File: src/rtl/seven_seg_pkg.sv
`default_nettype none
// ============================================================================
// Module  : seven_seg_pkg
// Brief   : Hex glyph table and the decode function for active-high
//           abcdefg segment patterns.
// Revision: 1.0 - initial release
// ============================================================================
package seven_seg_pkg;

    // Seven-segment glyphs on pattern bits [7:1] (a..g). Entry i is hex digit i.
    localparam logic [16*7-1:0] c_glyph_table = {
        7'h47, 7'h4F, 7'h3D, 7'h4E, 7'h1F, 7'h77, 7'h7B, 7'h7F,
        7'h70, 7'h5F, 7'h5B, 7'h33, 7'h79, 7'h6D, 7'h30, 7'h7E
    };

    // Returns {valid, code}. Code is 0 when the pattern is not a hex glyph.
    function automatic logic [4:0] decode_glyph(input logic [6:0] seg);
        logic [4:0] w_result;
        w_result = 5'd0;
        for (int i = 0; i < 16; i++) begin
            if (c_glyph_table[7*i +: 7] == seg) begin
                w_result = {1'b1, 4'(i)};
            end
        end
        return w_result;
    endfunction

endpackage
`default_nettype wire

File: src/rtl/seven_seg_sample_filter.sv
`default_nettype none
// ============================================================================
// Module  : seven_seg_sample_filter
// Brief   : Two-flop synchroniser plus dwell run counter; strobes once per
//           stable dwell with the settled digit/pattern.
// Revision: 1.0 - initial release
// ============================================================================
module seven_seg_sample_filter #(
    parameter int W_DIGIT       = 8,
    parameter int STABLE_CYCLES = 4
) (
    input  logic               clk,
    input  logic               rst,
    input  logic [7:0]         i_abcdefgh,
    input  logic [W_DIGIT-1:0] i_digit,
    output logic               o_capture,
    output logic               o_multi,
    output logic [W_DIGIT-1:0] o_digit,
    output logic [7:0]         o_pattern
);

    localparam logic [7:0] c_run_sat = 8'(STABLE_CYCLES);
    localparam logic [7:0] c_run_arm = 8'(STABLE_CYCLES - 2);

    logic [W_DIGIT+7:0] r_sync1;
    logic [W_DIGIT+7:0] r_sync2;
    logic [7:0]         r_run;
    logic               r_capture;
    logic               r_multi;
    logic [W_DIGIT-1:0] r_digit;
    logic [7:0]         r_pattern;

    logic               w_same;
    logic               w_arm;
    logic [W_DIGIT-1:0] w_dig;
    logic               w_nonzero;
    logic               w_onehot;

    assign w_same    = (r_sync1 == r_sync2);
    assign w_arm     = w_same && (r_run == c_run_arm);
    assign w_dig     = r_sync2[W_DIGIT+7:8];
    assign w_nonzero = (w_dig != '0);
    assign w_onehot  = w_nonzero &&
                       ((w_dig & (w_dig - {{(W_DIGIT-1){1'b0}}, 1'b1})) == '0);

    // The strobe is registered on the edge the run counter reaches STABLE_CYCLES-1.
    always_ff @(posedge clk) begin
        if (!rst) begin
            r_sync1   <= '0;
            r_sync2   <= '0;
            r_run     <= '0;
            r_capture <= 1'b0;
            r_multi   <= 1'b0;
            r_digit   <= '0;
            r_pattern <= '0;
        end else begin
            r_sync1   <= {i_digit, i_abcdefgh};
            r_sync2   <= r_sync1;
            if (!w_same) begin
                r_run <= '0;
            end else if (r_run != c_run_sat) begin
                r_run <= r_run + 8'd1;
            end
            r_capture <= w_arm && w_onehot;
            r_multi   <= w_arm && w_nonzero && !w_onehot;
            if (w_arm) begin
                r_digit   <= w_dig;
                r_pattern <= r_sync2[7:0];
            end
        end
    end

    assign o_capture = r_capture;
    assign o_multi   = r_multi;
    assign o_digit   = r_digit;
    assign o_pattern = r_pattern;

endmodule
`default_nettype wire

File: src/rtl/seven_seg_scan_decoder.sv
`default_nettype none
// ============================================================================
// Module  : seven_seg_scan_decoder
// Brief   : Recovers per-digit hex values from a multiplexed seven-segment
//           scan, with frame tracking, multi-digit error and staleness timeout.
// Revision: 1.0 - initial release
// ============================================================================
module seven_seg_scan_decoder #(
    parameter int W_DIGIT        = 8,
    parameter int STABLE_CYCLES  = 4,
    parameter int TIMEOUT_CYCLES = 65535
) (
    input  logic                 clk,
    input  logic                 rst,
    input  logic [7:0]           abcdefgh,
    input  logic [W_DIGIT-1:0]   digit,
    output logic [W_DIGIT*4-1:0] char_code,
    output logic [W_DIGIT-1:0]   char_valid,
    output logic [W_DIGIT-1:0]   char_dp,
    output logic                 update,
    output logic                 frame_done,
    output logic [W_DIGIT-1:0]   seen_mask,
    output logic                 err_multi,
    output logic                 stale
);

    import seven_seg_pkg::*;

    localparam logic [19:0] c_tmo_max  = 20'(TIMEOUT_CYCLES);
    localparam logic [19:0] c_tmo_last = 20'(TIMEOUT_CYCLES - 1);

    logic                 w_cap;
    logic                 w_multi;
    logic [W_DIGIT-1:0]   w_sdig;
    logic [7:0]           w_spat;
    logic [4:0]           w_dec;
    logic                 w_tmo_hit;
    logic [W_DIGIT*4-1:0] w_code_nxt;
    logic [W_DIGIT-1:0]   w_valid_nxt;
    logic [W_DIGIT-1:0]   w_dp_nxt;

    logic [W_DIGIT*4-1:0] r_code;
    logic [W_DIGIT-1:0]   r_valid;
    logic [W_DIGIT-1:0]   r_dp;
    logic                 r_update;
    logic                 r_frame_done;
    logic [W_DIGIT-1:0]   r_seen;
    logic [W_DIGIT-1:0]   r_seen_mask;
    logic                 r_err;
    logic                 r_stale;
    logic [19:0]          r_tmo;

    seven_seg_sample_filter #(
        .W_DIGIT       (W_DIGIT),
        .STABLE_CYCLES (STABLE_CYCLES)
    ) u_filter (
        .clk        (clk),
        .rst        (rst),
        .i_abcdefgh (abcdefgh),
        .i_digit    (digit),
        .o_capture  (w_cap),
        .o_multi    (w_multi),
        .o_digit    (w_sdig),
        .o_pattern  (w_spat)
    );

    assign w_dec = decode_glyph(w_spat[7:1]);

    // A capture on the expiry edge wins over the timeout.
    assign w_tmo_hit = !w_cap && (r_tmo == c_tmo_last);

    for (genvar gi = 0; gi < W_DIGIT; gi++) begin : g_slot
        logic w_hit;
        assign w_hit                  = w_cap && w_sdig[gi];
        assign w_code_nxt[4*gi +: 4]  = w_hit ? w_dec[3:0] : r_code[4*gi +: 4];
        assign w_valid_nxt[gi]        = w_hit ? w_dec[4] : (w_tmo_hit ? 1'b0 : r_valid[gi]);
        assign w_dp_nxt[gi]           = w_hit ? w_spat[0] : r_dp[gi];
    end

    always_ff @(posedge clk) begin
        if (!rst) begin
            r_code       <= '0;
            r_valid      <= '0;
            r_dp         <= '0;
            r_update     <= 1'b0;
            r_frame_done <= 1'b0;
            r_seen       <= '0;
            r_seen_mask  <= '0;
            r_err        <= 1'b0;
            r_stale      <= 1'b0;
            r_tmo        <= '0;
        end else begin
            r_code       <= w_code_nxt;
            r_valid      <= w_valid_nxt;
            r_dp         <= w_dp_nxt;
            r_update     <= ({w_code_nxt, w_valid_nxt, w_dp_nxt} != {r_code, r_valid, r_dp});
            r_err        <= w_multi;
            r_frame_done <= 1'b0;
            if (w_cap) begin
                r_tmo   <= '0;
                r_stale <= 1'b0;
                // Revisiting a slot closes the frame; the new frame starts with it.
                if ((r_seen & w_sdig) != '0) begin
                    r_frame_done <= 1'b1;
                    r_seen_mask  <= r_seen;
                    r_seen       <= w_sdig;
                end else begin
                    r_seen <= r_seen | w_sdig;
                end
            end else if (r_tmo != c_tmo_max) begin
                r_tmo <= r_tmo + 20'd1;
                if (w_tmo_hit) begin
                    r_stale <= 1'b1;
                end
            end
        end
    end

    assign char_code  = r_code;
    assign char_valid = r_valid;
    assign char_dp    = r_dp;
    assign update     = r_update;
    assign frame_done = r_frame_done;
    assign seen_mask  = r_seen_mask;
    assign err_multi  = r_err;
    assign stale      = r_stale;

endmodule
`default_nettype wire

File: config.mk
export PLATFORM = sky130hd
export DESIGN_NAME = seven_seg_scan_decoder
export DESIGN_NICKNAME = d
export VERILOG_FILES = /design/src/rtl/seven_seg_pkg.sv /design/src/rtl/seven_seg_sample_filter.sv /design/src/rtl/seven_seg_scan_decoder.sv
export SDC_FILE = /design/constraint.sdc
export NUM_CORES = 1
export LEC_CHECK = 0
export CORE_ASPECT_RATIO = 1.5
export CORE_MARGIN = 5
export CORE_UTILIZATION = 50
export CTS_CLUSTER_DIAMETER = 50
export CTS_CLUSTER_SIZE = 12
export DETAILED_ROUTE_END_ITERATION = 8
export PLACE_DENSITY_LB_ADDON = 0.3
export SKIP_LAST_GASP = 1
export SYNTH_ARGS = -nofsm -noshare
export SYNTH_HDL_FRONTEND = slang
export SYNTH_SLANG_ARGS = --single-unit
export TNS_END_PERCENT = 10
File: constraint.sdc
create_clock -name clk -period 2.28 [get_ports clk]
set_input_delay 0.228 -clock clk [delete_from_list [all_inputs] [get_ports clk]]
set_output_delay 0.228 -clock clk [all_outputs]
set_load 0.02 [all_outputs]
### Word-level counts from Yosys, hierarchy flattened

Cells that the tools add are included.

* add/sub/neg operators: 3
* eq/ne operators: 22
* mux-type cells: 50
* bitwise logic cells: 4
* reduce and logical (&&, ||, !) cells: 24

Operators with widths (count)
* equality test 7 bit (first input constant): 12
* two-way mux 5 bit: 16
* != test 48 bit: 1
* two-way mux 4 bit: 8
* two-way mux 1 bit: 25
* equality test 6 x 7 -> 1 bit (first input constant): 3
* adder 20 x 1 -> 20 bit (second input constant): 1
* equality test 20 x 16 -> 1 bit (second input constant): 1
* != test 20 x 16 -> 1 bit (second input constant): 1
* bitwise AND 8 bit: 2
* equality test 16 bit: 1
* nonzero test 8 bit: 2
* logical AND 1 bit: 14
* adder 8 x 1 -> 8 bit (second input constant): 1
* equality test 8 x 2 -> 1 bit (second input constant): 1
* zero test 8 bit: 1
* two-way mux 8 bit: 1
* != test 8 x 3 -> 1 bit (second input constant): 1
* bitwise OR 8 bit: 1
* AND reduction 2 bit: 4
* subtractor 8 x 1 -> 8 bit (second input constant): 1
* equality test 5 x 7 -> 1 bit (first input constant): 1
* zero test 1 bit: 2
* OR reduction 2 bit: 1
* inverter 1 bit: 1

* register bits: 146
* input port bits: 18
* output and inout bits: 60
* word-level logic and storage cells: 120

### Longest topological paths before layout

Gate-level depths: netlist of run 1.

* word-level depth: 19
* depth in mapped cells: 9
* depth with buffers taken out: 8

### Hierarchy

A second synthesis of run 1 with hierarchy kept.

* cell total of the unflattened synthesis: 735
* area, all modules: 6522.5 sq um

Modules (own cells, without submodules)
* seven_seg_scan_decoder: instances 1, cells an instance 516, area an instance 4272.8 sq um, seq. area each 1761.7 sq um
* seven_seg_sample_filter: instances 1, cells an instance 219, area an instance 2249.7 sq um, seq. area each 1161.1 sq um

### Worst setup path before layout of run 1

Ideal clock, no wire load.

* path type: register to register
* start: register u_filter.r_pattern[3], in the netlist u_filter.o_pattern[3]
* end: register r_update, in the netlist update
* setup time: 132 ps
* data arrival time: 2085 ps
* required time: 2148 ps
* slack: 62 ps
* cell stages (with the launch flop): 9
* path buffers: 1
* period minus slack after synthesis: 2218 ps
* path through: dfxtp_1 > buf_6 > or4b_4 > a21oi_2 > o21ai_2 > and2_1 > a311o_1 > a2111oi_2 > a21oi_1

* cells in the longest elaborated chain, start to end: 19
* elaborated cells on any way between the ends: 49
* those cells by class: eq/ne: 17; mux: 32

Ends and longest elaborated chain
* start, declared: line seven_seg_sample_filter.sv:31 `logic [7:0] r_pattern;`
* start signal, assigned: line seven_seg_sample_filter.sv:68 `r_pattern <= r_sync2[7:0];`
* equality test 7 bit: line seven_seg_pkg.sv:21 `if (c_glyph_table[7*i +: 7] == seg) begin`
* two-way mux 5 bit (15 in series): line seven_seg_pkg.sv:21
* two-way mux 5 bit *: line seven_seg_pkg.sv:21
* two-way mux 1 bit: line seven_seg_scan_decoder.sv:76 `assign w_valid_nxt[gi] = w_hit ? w_dec[4] : (w_tmo_hit ? 1'b0 : r_valid[gi]);`
* != test 48 bit *: line seven_seg_scan_decoder.sv:96 `r_update <= ({w_code_nxt, w_valid_nxt, w_dp_nxt} != {r_code, r_valid, r_dp});`
* end signal, assigned: line seven_seg_scan_decoder.sv:96
* end, declared: line seven_seg_scan_decoder.sv:45 `logic r_update;`

Every way passes the cells marked *; elsewhere a longest branch is shown, timed or not.
A chain may end at the register's enable or synchronous reset.

### Final worst setup path of run 1

* start: register u_filter.r_pattern[6], in the netlist u_filter.o_pattern[6]
* end: register r_update, in the netlist update

Same word-level chain as after synthesis.

==> flow_summary.yaml, run 1 <==
floorplanning:
  initial_core_util_pct: 51.2
  die_h_um: 149
  core_um2: 12600
  num_rows: 50
  die_area_um2: 15300
  ios: 78
  die_w_um: 103
grt:
  grt_max_degree: 83
  grt_pass1_wl_mm: 29.4
  grt_pass1_vias: 5948
  antenna_found_initial: 0
  grt-ovfl-total: 0
  track_usage_pct: 24.4
synthesis:
  synth-async-reset-ratio_pct: 0
  yosysWarnings: 0
  synthCells: 736
  seq_area_frac_synth_pct: 45.4
  ys_seq_elements: 146
  yosysUniqueCellTypes: 59
  synthFlopType: "dfxtp_1"
  syn_avg_cell_area_um2: 8.74
  syn-num-nets: 759
  synth_edf_count: 0
  synth.cell_area_um2: 6430
outcome:
  outcome: "finished clean"
detailed_routing:
  vias_per_cell: 5.90
  drc: 0
  routedWlPerCell_um: 18.0
  vias: 6024
  drt_iter0_drc: 400
  drt_wl_total_mm: 18.4
  ant_nets: 0
  drtPass1Iterations: 6
sta:
  drv_slew: 0
  clock_skew_ns: 0.0103
  setup_violations: 0
  min_period_ns: 2.24
  worst_slack_ns: 0.0427
  final.period_utilization_pct: 98.1
  hold_viol: 0
  slew_headroom_pct: 54.7
  fmax_mhz: 447
  tightest_slew_ns: 0.678
  rsz0062_at_grt: "yes"
clock_tree:
  cts_sinks: 146
  root_buffer: "clkbuf_16"
  clock_path_buffers: 2
  cts_tree: "built"
  h-tree-depth: 4
  clk_latency_ns: 0.42
  cts_buffers: 17
  path_clk_slew_ns: 0.06
pwr:
  switchingPower_mw: 1.17
  switching_share_pct: 20.5
  seq_power_share_pct: 45.5
  p_leak_nw: 3.17
  cellPowerDensity_nw_per_um2: 680
  power.share.combinational_pct: 2.7
  clkPwrFrac_pct: 51.7
  vdd_drop_max_mv: 0.531
  p_int_mw: 4.55
finish:
  n_antenna_cell: 0
  final_common_cell: "dfxtp_1"
  layout-drive-gt1-share_pct: 13.6
  final_cell_mix: "140 x dfxtp_1, 115 x nor2_1, 77 x clkdlybuf4s50_1"
  areaGrowthSynthToFinish_pct: 30.8
  final_cells: 1021
  final_nets: 876
placement:
  gp_congestion: 0.973
  pre_cts_ws_ns: -0.111
  dp_cells: 989
  place.port_buffers: 77
  hpwlAfterDp_mm: 13.3
setup_path:
  cp-start-kind: "register"
  arrival_ns: 2.53
  cpPeakStageDelay_ns: 0.46
  crit_slowest_cell: "or3_1"
  cp.required_ns: 2.57
  cp_max_fo: 7
  cp_cell_sequence: "buf_4, nand2b_1, nor4_1, or3_1, a2111oi_4, o22ai_1, a2111oi_2, a21oi_1"
  cp-end-kind: "register"
  crit_type: "register to register"
hold_path:
  hold_path_class: "input port to register"
run:
  maxCapViolations: 0
-- metal layers --
metal | vias up | wire length [um] | track usage [%]
met5 | - | 0 | 0
met4 | 0 | 1070 | 14.4
met3 | 80 | 1280 | 5.24
met2 | 273 | 9450 | 43.1
met1 | 2810 | 6600 | 25.8
li1 | 2861 | - | -
-- cell families after synthesis --
family	Yosys count	synth area share (%)
adders and majority gates	6	1.13
muxes	25	3.89
xor gates and xnor gates	39	5.31
AOI/OAI and AO/OA	153	16.5
DFF	146	45.4
and+or+nand+nor	314	24.3
buffers and inverters	53	3.40
-- repair_timing --
item	4_1_cts	5_1_grt
hold buffers	0	0
pin swaps	1	12
gates resized for setup	7	20
setup endpoints to repair	1	1
cloned	0	0
buffers inserted	0	1
-- worst max-delay path, delay by kind of cell (launching register included) --
| family | cells | cell delay [ns] |
|---|---|---|
| AO/OA/AOI/OAI | 4 | 0.89 |
| flip-flops | 1 | 0.36 |
| buffers and inverters | 1 | 0.15 |
| AND/OR/NAND/NOR | 3 | 0.70 |
-- area by class of cell --
cell class / instances / area (um2)
fill: 997 / 4160
multi-input combinational: 537 / 3350
sequential: 146 / 2940
timing repair buffer: 140 / 1260
clock buffer: 20 / 457
tap: 156 / 195
clock inverter: 11 / 179
inverter: 11 / 41.3
-- metrics by stage --
step | hold slack [ns] | total power [mW] | util [%] | cell area [um2] | TNS, ns
global route | 0.378 | 5.92 | 66.9 | 8420 | -0.0606
global placement | 0.456 | 2.81 | 61.2 | 7700 | -0.0598
CTS | 0.379 | 5.77 | 66.4 | 8350 | 0
finish | 0.389 | 5.73 | 66.9 | 8420 | 0
detailed placement | 0.433 | 2.82 | 61.2 | 7700 | -0.111
floorplan | 0.355 | 2.76 | - | 6430 | 0
-- flip-flops by register name, indices dropped and copies added (netlist names) --
register / cells
u_filter.o_pattern: 8
char_dp: 8
char_valid: 8
stale: 1
frame_done: 1
r_tmo: 20
u_filter.o_capture: 1
r_seen: 8
u_filter.r_sync2: 16
u_filter.o_multi: 1
u_filter.o_digit: 8
u_filter.r_run: 8
char_code: 32
update: 1
seen_mask: 8
err_multi: 1
u_filter.r_sync1: 16
-- worst paths after layout --
| path | from | end | slack, ns | depth (start not counted) |
|---|---|---|---|---|
| hold reg to reg | u_filter.o_multi | err_multi | 0.47 | 1 |
| hold / removal | digit[3] | u_filter.r_sync1[11] | 0.39 | 2 |
| setup reg to reg | u_filter.o_pattern[6] | update | 0.04 | 8 |
| setup / recovery | u_filter.o_pattern[6] | update | 0.04 | 8 |
-- cell usage after synthesis (2+ instances only) --
| library cell | instances | share of area (%) |
|---|---|---|
| a2111oi_0 | 2 | 0.27 |
| a211oi_1 | 27 | 3.2 |
| a21oi_1 | 39 | 3.0 |
| a221oi_1 | 3 | 0.41 |
| a222oi_1 | 5 | 0.78 |
| a22o_1 | 4 | 0.54 |
| a22oi_1 | 12 | 1.4 |
| a31oi_1 | 2 | 0.19 |
| and2_0 | 3 | 0.29 |
| and2_1 | 39 | 3.8 |
| and3_1 | 7 | 0.68 |
| and4_1 | 5 | 0.68 |
| buf_2 | 10 | 0.78 |
| clkbuf_1 | 30 | 1.8 |
| dfxtp_1 | 146 | 45 |
| ha_1 | 5 | 0.97 |
| inv_1 | 10 | 0.58 |
| mux2i_1 | 25 | 3.9 |
| nand2_1 | 54 | 3.2 |
| nand2b_1 | 4 | 0.39 |
| nand3_1 | 20 | 1.6 |
| nand3b_1 | 6 | 0.70 |
| nand4_1 | 10 | 0.97 |
| nand4b_1 | 3 | 0.41 |
| nor2_1 | 115 | 6.7 |
| nor2b_1 | 5 | 0.49 |
| nor3_1 | 11 | 0.86 |
| nor4_1 | 11 | 1.1 |
| nor4_2 | 2 | 0.39 |
| o21a_1 | 3 | 0.35 |
| o21ai_0 | 12 | 0.93 |
| o221ai_1 | 3 | 0.41 |
| o22a_1 | 12 | 1.6 |
| o22ai_1 | 16 | 1.6 |
| o31a_1 | 2 | 0.27 |
| or3_1 | 9 | 0.88 |
| or4_1 | 5 | 0.58 |
| xnor2_1 | 22 | 3.0 |
| xor2_1 | 17 | 2.3 |
-- power groups by stage --
stage | Clock (mW) | Sequential (mW) | Combinational [mW]
6_report | 2.96 | 2.61 | 0.155
2_1_floorplan | 0 | 2.66 | 0.0988
3_5_place_dp | 0 | 2.67 | 0.150
4_1_cts | 3.00 | 2.61 | 0.156
5_1_grt | 3.14 | 2.61 | 0.171
3_3_place_gp | 0 | 2.66 | 0.146
(Power assumes the default switching activity.)
==> run 2: changes to the inputs <==
--- a/config.mk
+++ b/config.mk
@@ -5,11 +5,12 @@
 export SDC_FILE = /design/constraint.sdc
 export NUM_CORES = 1
 export LEC_CHECK = 0
+export CAP_MARGIN = 20
 export CORE_ASPECT_RATIO = 1.5
 export CORE_MARGIN = 5
 export CORE_UTILIZATION = 50
+export CTS_BUF_LIST = sky130_fd_sc_hd__clkbuf_8
 export CTS_CLUSTER_DIAMETER = 50
-export CTS_CLUSTER_SIZE = 12
 export DETAILED_ROUTE_END_ITERATION = 8
 export PLACE_DENSITY_LB_ADDON = 0.3
 export SKIP_LAST_GASP = 1
==> run 2 against run 1 <==
  * Critical path depth is 1 lower
  * Flip-flop and latch count stayed put
  * Global-route usage is 0.33 points lower
  * Clock power is 24% lower
  * Count of clock-buffer cells in the layout is 1 lower
  * Clock skew is 0.0056 ns higher
  * Largest power group is now registers
==> flow_summary.yaml, run 2 (synthesized netlist as in run 1, its figures left out) <==
hold_path:
  min_path_cells: 2
  holdPathEnd: "u_filter.r_sync1[5]"
  hold_start: "abcdefgh[5]"
  hold_path_class: "input port to register"
pwr:
  cellPowerDensity_nw_per_um2: 609
  vdd_drop_max_mv: 0.490
  total_power_mw: 4.99
  p_leak_nw: 3.08
finish:
  design_area_um2: 8210
  n_antenna_cell: 0
  areaGrowthSynthToFinish_pct: 27.5
  final_cells: 1021
  final_nets: 876
  layout-drive-gt1-share_pct: 13.9
  final_common_cell: "dfxtp_1"
  final_cell_mix: "139 x dfxtp_1, 115 x nor2_1, 77 x clkdlybuf4s50_1"
  largest_register_ffs: 32
detailed_routing:
  vias: 6043
  drc: 0
  routedWlPerCell_um: 17.7
  drtPass1Iterations: 6
  drt_wl_total_mm: 18.0
  vias_per_cell: 5.92
  ant_nets: 0
  drt_iter0_drc: 437
clock_tree:
  path_clk_slew_ns: 0.09
  cts_sinks: 146
  clk_latency_ns: 0.45
  root_buffer: "clkbuf_8"
  cts_buffers: 17
  cts_tree: "built"
  h-tree-depth: 4
  clock_path_buffers: 2
placement:
  place.port_buffers: 77
  hpwlAfterDp_mm: 13.3
  pre_cts_ws_ns: -0.111
  dp_cells: 989
  gp_congestion: 0.973
  placed_area_um2: 7700
sta:
  fmax_mhz: 446
  setup_violations: 0
  clock_skew_ns: 0.0159
  drv_slew: 0
  min_period_ns: 2.24
  rsz0062_at_grt: "yes"
  worst_slack_ns: 0.0378
  tightest_slew_ns: 0.679
  hold_viol: 0
  slew_headroom_pct: 54.7
  final.period_utilization_pct: 98.3
grt:
  grt_max_degree: 83
  antenna_found_initial: 0
  grt_pass1_wl_mm: 29.0
  grt_pass1_vias: 5885
  track_usage_pct: 24.0
  grt-ovfl-total: 0
run:
  maxCapViolations: 0
setup_path:
  reg2reg_from: "u_filter.o_pattern[6]"
  reg2regPathDepth: 7
  cp.buffers_inverters: 0
  cp.required_ns: 2.61
  crit_type: "register to register"
  cp_cell_sequence: "or2_4, or4_1, a21boi_2, and4_1, a311o_1, a2111oi_2, a21oi_1"
  cpPeakStageDelay_ns: 0.45
  crit_slowest_cell: "or4_1"
  cp_max_fo: 7
  r2r_end: "update"
  cp-end-kind: "register"
  cp_top_family: "simple AND/OR/NAND/NOR gates"
  r2r_slack_ns: 0.04
  cp-start-kind: "register"
  arrival_ns: 2.57
outcome:
  outcome: "finished clean"
floorplanning:
  num_rows: 50
  initial_core_util_pct: 51.2
  ios: 78
  die_w_um: 103
  die_h_um: 149
  die_area_um2: 15300
  core_um2: 12600
## run 2: through the flow
step                hold slack (ns)  TNS (ns)  util, %
finish                        0.356         0     65.3
global route                  0.331   -0.0748     65.3
CTS                           0.339         0     64.9
detailed placement            0.433    -0.111     61.2
global placement              0.456   -0.0598     61.2
floorplan                     0.355         0        -
## run 2: worst max-delay path by stage
stage | from | endpoint | slack, ns | depth (start not counted)
floorplan | u_filter.o_pattern[3] | update | 0.06 | 8
global placement | u_filter.o_pattern[3] | update | -0.06 | 7
detailed placement | u_filter.o_pattern[3] | update | -0.11 | 7
CTS | u_filter.o_capture | update | 0.001 | 9
finish | u_filter.o_pattern[6] | update | 0.04 | 7
global route | u_filter.o_pattern[6] | update | -0.07 | 7
## run 2: metal layers
metal,GRT usage [%],share of wire (%)
met1,25.9,36
met2,42.5,52
met3,5.15,7.2
met4,13.5,4.8
met5,0,0
## run 2: worst register-to-register path, delay by kind of cell (launching register included)
kind | cells | cell delay, ns
AO/OA/AOI/OAI | 4 | 0.85
flip-flops | 1 | 0.37
AND/OR/NAND/NOR | 3 | 0.90
## run 2: area by class of cell
type                    count  area (um2)
clock buffers              19         262
clock inverters            12         183
fillers                  1032        4370
inverters                  11        41.3
multi-input cells         537        3330
flip-flops and latches    146        2940
well taps                 156         195
repair buffers            140        1260
## run 2: where the power goes
part	internal (mW)	switching, mW	total, mW
sequential	2.58	0.0278	2.60
combinational	0.0784	0.0749	0.153
clock	1.25	0.986	2.24
## run 2: timing repair
action	CTS	global route
setup endpoints to repair	1	1
endpoints found under the hold margin	0	0
hold buffers	0	0
gates resized for setup	9	16
pin swaps	1	11
setup buffers	0	1
==> run 3: changes to the inputs <==
--- a/config.mk
+++ b/config.mk
@@ -11,6 +11,7 @@
 export CORE_UTILIZATION = 50
 export CTS_BUF_LIST = sky130_fd_sc_hd__clkbuf_8
 export CTS_CLUSTER_DIAMETER = 50
+export CTS_CLUSTER_SIZE = 24
 export DETAILED_ROUTE_END_ITERATION = 8
 export PLACE_DENSITY_LB_ADDON = 0.3
 export SKIP_LAST_GASP = 1
==> results of run 3 <==
The final DEF is identical to that of run 2; final timing and power are the same.
